**config.mk**
```make
export PLATFORM = sky130hd
export DESIGN_NAME = arc4_encrypt
export DESIGN_NICKNAME = d
export VERILOG_FILES = /design/src/rtl/arc4_encrypt.sv
export SDC_FILE = /design/constraint.sdc
export NUM_CORES = 1
export LEC_CHECK = 0
export ABC_AREA = 1
export BUFFER_PORTS_ARGS = -buffer_cell sky130_fd_sc_hd__buf_2
export CORE_UTILIZATION = 45
export CTS_CLUSTER_DIAMETER = 150
export DETAILED_ROUTE_END_ITERATION = 16
export HOLD_SLACK_MARGIN = 0.05
export SLEW_MARGIN = 20
export SYNTH_ARGS = -nofsm -noshare
export SYNTH_HDL_FRONTEND = slang
export SYNTH_SLANG_ARGS = --single-unit
```
**constraint.sdc**
```tcl
create_clock -name clk -period 3.5 [get_ports clk]
set_input_delay 0.525 -clock clk [delete_from_list [all_inputs] [get_ports clk]]
set_output_delay 0.525 -clock clk [all_outputs]
set_load 0.02 [all_outputs]
```
**src/rtl/arc4_encrypt.sv**
```systemverilog
// ARC4 encryptor: reads a length-prefixed plaintext and writes the length-prefixed ciphertext image.
// Latency: 1 + 256 (INIT) + 1536 (KSA, 6/byte) + 3 (LEN) + 9*L (PRGA) + 1 (DONE) cycles from accept to rdy.
// Backpressure: none downstream; en is honoured only while rdy=1, and requests made while busy are dropped.
module arc4_encrypt (
  input  logic        clk,
  input  logic        rst_n,
  input  logic        en,
  output logic        rdy,
  input  logic [23:0] key,
  output logic [7:0]  s_addr,
  output logic [7:0]  s_wrdata,
  output logic        s_wren,
  input  logic [7:0]  s_rddata,
  output logic [7:0]  pt_addr,
  input  logic [7:0]  pt_rddata,
  output logic [7:0]  ct_addr,
  output logic [7:0]  ct_wrdata,
  output logic        ct_wren
);

  typedef enum logic [2:0] {
    IDLE = 3'd0,
    INIT = 3'd1,
    KSA  = 3'd2,
    LEN  = 3'd3,
    PRGA = 3'd4,
    DONE = 3'd5
  } state_t;

  state_t      state;
  state_t      state_nxt;
  logic [3:0]  step;     // sub-cycle position inside one KSA/LEN/PRGA iteration
  logic [7:0]  i;
  logic [7:0]  j;
  logic [7:0]  si;       // S[i] as read before the swap
  logic [7:0]  sj;       // S[j] as read before the swap
  logic [7:0]  len;
  logic [7:0]  n;        // index of the pt/ct byte being processed
  logic [7:0]  ptb;      // plaintext byte for the current PRGA iteration
  logic [1:0]  km;       // i mod 3, tracked incrementally
  logic [23:0] key_q;
  logic [7:0]  kbyte;
  logic [7:0]  ksa_j;
  logic [7:0]  prga_j;
  logic [7:0]  i_inc;

  // Key byte selection and the wrapping index arithmetic used by the datapath
  always_comb begin
    case (km)
      2'd0:    kbyte = key_q[23:16];
      2'd1:    kbyte = key_q[15:8];
      default: kbyte = key_q[7:0];
    endcase
    ksa_j  = j + s_rddata + kbyte;
    prga_j = j + s_rddata;
    i_inc  = i + 8'd1;
  end

  // State register
  always_ff @(posedge clk or negedge rst_n) begin
    if (!rst_n) state <= IDLE;
    else        state <= state_nxt;
  end

  // Next-state decode: phase boundaries fall on the last sub-step of the last iteration
  always_comb begin
    state_nxt = state;
    case (state)
      IDLE: if (en) state_nxt = INIT;
      INIT: if (i == 8'hFF) state_nxt = KSA;
      KSA:  if (step == 4'd5 && i == 8'hFF) state_nxt = LEN;
      LEN:  if (step == 4'd2) state_nxt = (pt_rddata == 8'd0) ? DONE : PRGA;
      PRGA: if (step == 4'd8 && n == len) state_nxt = DONE;
      DONE: state_nxt = IDLE;
      default: state_nxt = IDLE;
    endcase
  end

  // Output decode: ready only while idle
  always_comb begin
    rdy = (state == IDLE);
  end

  // Datapath and registered memory ports; read data arrives two edges after the address is chosen
  always_ff @(posedge clk or negedge rst_n) begin
    if (!rst_n) begin
      step      <= 4'd0;
      i         <= 8'd0;
      j         <= 8'd0;
      si        <= 8'd0;
      sj        <= 8'd0;
      len       <= 8'd0;
      n         <= 8'd0;
      ptb       <= 8'd0;
      km        <= 2'd0;
      key_q     <= 24'd0;
      s_addr    <= 8'd0;
      s_wrdata  <= 8'd0;
      s_wren    <= 1'b0;
      pt_addr   <= 8'd0;
      ct_addr   <= 8'd0;
      ct_wrdata <= 8'd0;
      ct_wren   <= 1'b0;
    end else begin
      s_wren  <= 1'b0;
      ct_wren <= 1'b0;
      case (state)
        IDLE: begin
          if (en) begin
            key_q   <= key;
            i       <= 8'd0;
            step    <= 4'd0;
            pt_addr <= 8'd0;
          end
        end
        INIT: begin
          s_addr   <= i;
          s_wrdata <= i;
          s_wren   <= 1'b1;
          i        <= i_inc;
          if (i == 8'hFF) begin
            j  <= 8'd0;
            km <= 2'd0;
          end
        end
        KSA: begin
          case (step)
            4'd0: begin
              s_addr <= i;
              step   <= 4'd1;
            end
            4'd2: begin
              si     <= s_rddata;
              j      <= ksa_j;
              s_addr <= ksa_j;
              step   <= 4'd3;
            end
            4'd4: begin
              sj       <= s_rddata;
              s_addr   <= i;
              s_wrdata <= s_rddata;
              s_wren   <= 1'b1;
              step     <= 4'd5;
            end
            4'd5: begin
              s_addr   <= j;
              s_wrdata <= si;
              s_wren   <= 1'b1;
              i        <= i_inc;
              km       <= (km == 2'd2) ? 2'd0 : km + 2'd1;
              step     <= 4'd0;
              if (i == 8'hFF) j <= 8'd0;
            end
            default: step <= step + 4'd1;
          endcase
        end
        LEN: begin
          case (step)
            4'd0: begin
              pt_addr <= 8'd0;
              step    <= 4'd1;
            end
            4'd2: begin
              len       <= pt_rddata;
              ct_addr   <= 8'd0;
              ct_wrdata <= pt_rddata;
              ct_wren   <= 1'b1;
              n         <= 8'd1;
              step      <= 4'd0;
            end
            default: step <= step + 4'd1;
          endcase
        end
        PRGA: begin
          case (step)
            4'd0: begin
              i       <= i_inc;
              s_addr  <= i_inc;
              pt_addr <= n;
              step    <= 4'd1;
            end
            4'd2: begin
              si     <= s_rddata;
              j      <= prga_j;
              s_addr <= prga_j;
              ptb    <= pt_rddata;
              step   <= 4'd3;
            end
            4'd4: begin
              sj       <= s_rddata;
              s_addr   <= i;
              s_wrdata <= s_rddata;
              s_wren   <= 1'b1;
              step     <= 4'd5;
            end
            4'd5: begin
              s_addr   <= j;
              s_wrdata <= si;
              s_wren   <= 1'b1;
              step     <= 4'd6;
            end
            4'd6: begin
              // post-swap S[i]+S[j] equals sj+si, so the pre-swap copies suffice
              s_addr <= si + sj;
              step   <= 4'd7;
            end
            4'd8: begin
              ct_addr   <= n;
              ct_wrdata <= s_rddata ^ ptb;
              ct_wren   <= 1'b1;
              n         <= n + 8'd1;
              step      <= 4'd0;
            end
            default: step <= step + 4'd1;
          endcase
        end
        DONE: begin
          step <= 4'd0;
        end
        default: step <= 4'd0;
      endcase
    end
  end

endmodule

```
==> results.ini <==
[status]
status = complete, no violations

[layout]
drive_above_1_share_pct = 18.6
n_antenna_cell = 0
area_delta_synth_final_pct = 15.9
nets = 1121

[cts]
clkLatencyLatePin_ns = 0.42
cts_buffers = 17
cts_tree = yes
cts-root-buf = clkbuf_16
clockBufferDepth = 2
htreeDepth = 4
cts_resized = 0
cts_hold_buf = 0
clkSlewWorstSetupHoldPaths_ns = 0.06
cts.sinks = 131
cts_setup_buffers = 0

[worst_setup_path]
cp-start-kind = flip-flop
worstPathArrival_ns = 3.15
critical_path_class = reg2reg
crit_path_cell_trace = clkinv_1 > nand2_1 > inv_1 > nand2_1 > nand3_1 > ha_1 > fa_1 > xor2_1 > o21ai_0 > a21oi_1 > nor3_1 > a21oi_1
slowest_stage = fa_1
cpPeakStageDelay_ns = 0.44
crit_path_end_kind = flip-flop
cp_max_fo = 9
cp.required_ns = 3.84

[synth]
synthTopCellsByCount = nand2_1, dfrtp_1, inv_1
synth_area_leader_cell = dfrtp_1
yosysWarnings = 0
mappedNetlistNets = 1035
synthDominantCellAreaShare_pct = 42.4
synth_area_per_cell_um2 = 8.04
synthTopCellsByArea = dfrtp_1, nand2_1, inv_1, o21ai_0, ha_1
synthXorXnorAreaFrac_pct = 3.51
syn_area_um2 = 7740
yosys.area_share.simple_pct = 23.6
synth-compound-area-share_pct = 14.9
synth_cells = 962
synth.most_common_cell = nand2_1
muxShareOfSynthArea_pct = 3.20
synth_flop_cell = dfrtp_1
ys_ff_latch = 131
synthAdderAreaFrac_pct = 5.14
async_reset_ff_share_pct = 100
synth_top_family_by_area = simple AND/OR/NAND/NOR gates
synthDistinctLibCells = 44
yosysSeqAreaShare_pct = 42.4
synth_edf_count = 0

[sta]
rsz0062_at_grt = no
setup_ws_ns = 0.683
worstMarginPinSlew_ns = 0.838
slew_viol_final = 0
finalHoldViolCount = 0
setup_violations = 0
fmax_mhz = 355
post-route-period-util_pct = 80.5
finClkSkew_ns = 0.0147
fin_setup_tns_ns = 0
period_needed_ns = 2.82
relSlewSlack_pct = 43.9

[die]
ioPinCount = 86
fp.dieH_um = 133
rows = 47
die_area_um2 = 17700
coreArea_um2 = 16700
fp.dieW_um = 133
initial_core_util_pct = 46.3

[pwr]
ir_worst_vdd_v = 0.000446
p_leak_nw = 4.59
power.density_nw_per_um2 = 876

[grt]
grt_pass1_vias = 6333
grt_usage_pct = 24.7
grt_pass1_wl_mm = 33.9
grt_overflow_total = 0
antenna_found_initial = 0
grt_max_degree = 68

[drt]
avgRoutedWirePerCell_um = 16.3
vias = 6745
avgViaCountPerCell = 5.27
totalWireLength_mm = 20.9
drtAntennaViolNets = 0
route.detailed.drc = 0
dr.pass1.iters = 5
drtIter0Drc = 552

[placement]
portBuffers = 85
gp_congestion = 0.883
pre_cts_ws_ns = 0.441
dp_hpwl_mm = 15.6

[flow_run]
cap_violations = 0

[worst_hold_path]
holdCritPathClass = in2async

## cell families after synthesis
logic type	count (synthesis)
fa+ha+maj	30
xor+xnor	31
buf+inv	137
mux	22
simple gates	411
flops	131
compound gates	200
## state kept, by name, indices dropped and copies added (netlist names), 4 cells and up
register / flops
ct_wrdata: 8
ptb: 8
s_wrdata: 8
key_q: 24
s_addr: 8
sj: 8
ct_addr: 8
si: 8
n: 8
j: 8
pt_addr: 8
step: 4
len: 8
i: 8
## worst paths after layout
| kind | slack [ns] | start | endpoint | depth (start not counted) |
|---|---|---|---|---|
| worst max-delay path | 0.68 | km[1] | s_addr[2] | 12 |
| worst min-delay path | 0.10 | rst_n | s_wrdata[5] | 1 |
| worst max register to register | 0.68 | km[1] | s_addr[2] | 12 |
| worst min register to register | 0.47 | pt_addr[5] | pt_addr[5] | 2 |
| max in group asynchronous | 2.61 | rst_n | step[0] | 2 |
| min in group clk | 0.33 | key[21] | key_q[21] | 2 |
## worst max-delay path, delay by kind of cell, from the launching register on
| kind | cells | cell delay [ns] |
|---|---|---|
| AND/OR/NAND/NOR | 4 | 0.56 |
| XOR/XNOR | 1 | 0.27 |
| AO/OA/AOI/OAI | 3 | 0.47 |
| flip-flops | 1 | 0.40 |
| buffers and inverters | 2 | 0.34 |
| adder cells (fa/ha/maj) | 2 | 0.68 |
## report_power, final
group          internal (mW)  switching, mW
registers               1.95          0.337
clock network           1.20          0.682
logic                   1.29           2.39
total                   4.45           3.41
## metrics by stage
step	power [mW]	instance area [µm²]	utilization, %	hold slack, ns	std cells
3_3_place_gp	5.93	8350	50.0	0.452	1249
6_report	7.86	8970	53.7	0.103	1280
3_5_place_dp	5.94	8350	50.0	0.460	1249
2_1_floorplan	5.03	7740	-	0.229	962
4_1_cts	7.87	8970	53.7	0.135	1280
5_1_grt	8.49	8970	53.7	0.148	1280
## routing by layer
| metal | track usage, % | routed length [µm] | vias up |
|---|---|---|---|
| li1 | - | - | 3367 |
| met1 | 36.7 | 10500 | 3157 |
| met2 | 37.4 | 9180 | 202 |
| met3 | 3.27 | 970 | 19 |
| met4 | 7.77 | 257 | 0 |
| met5 | 0 | 0 | - |
## cell type report
class | count | area [µm²]
Multi-Input combinational cell | 694 | 3900
Clock buffer | 18 | 439
Sequential cell | 131 | 3280
Timing Repair Buffer | 89 | 462
Fill cell | 1665 | 7730
Tap cell | 220 | 275
Inverter | 115 | 432
Clock inverter | 13 | 184
## cells in the final DEF (no fill, tap or decap), types with 3 or more instances in the layout
master      count
xnor2_1         6
or2_2           3
o22ai_1        15
bufinv_16       4
a31oi_1        21
buf_4           4
o21ai_1        16
o2111ai_1       3
mux2_2         22
nand2_4         4
o211ai_1        7
buf_2          84
ha_1           27
nand4_1        12
clkinvlp_4      6
nand2_2         7
a21oi_1        52
o21ai_0        71
nor3_1         10
nand2_1       220
inv_2          17
nor2_2          9
dfrtp_1       131
xor2_1         25
nand3_1        48
nor2_1         85
nor2_4          6
o21ai_4         3
clkbuf_16      17
fa_1            3
inv_1          96
Power figures use the tool's default switching activity.
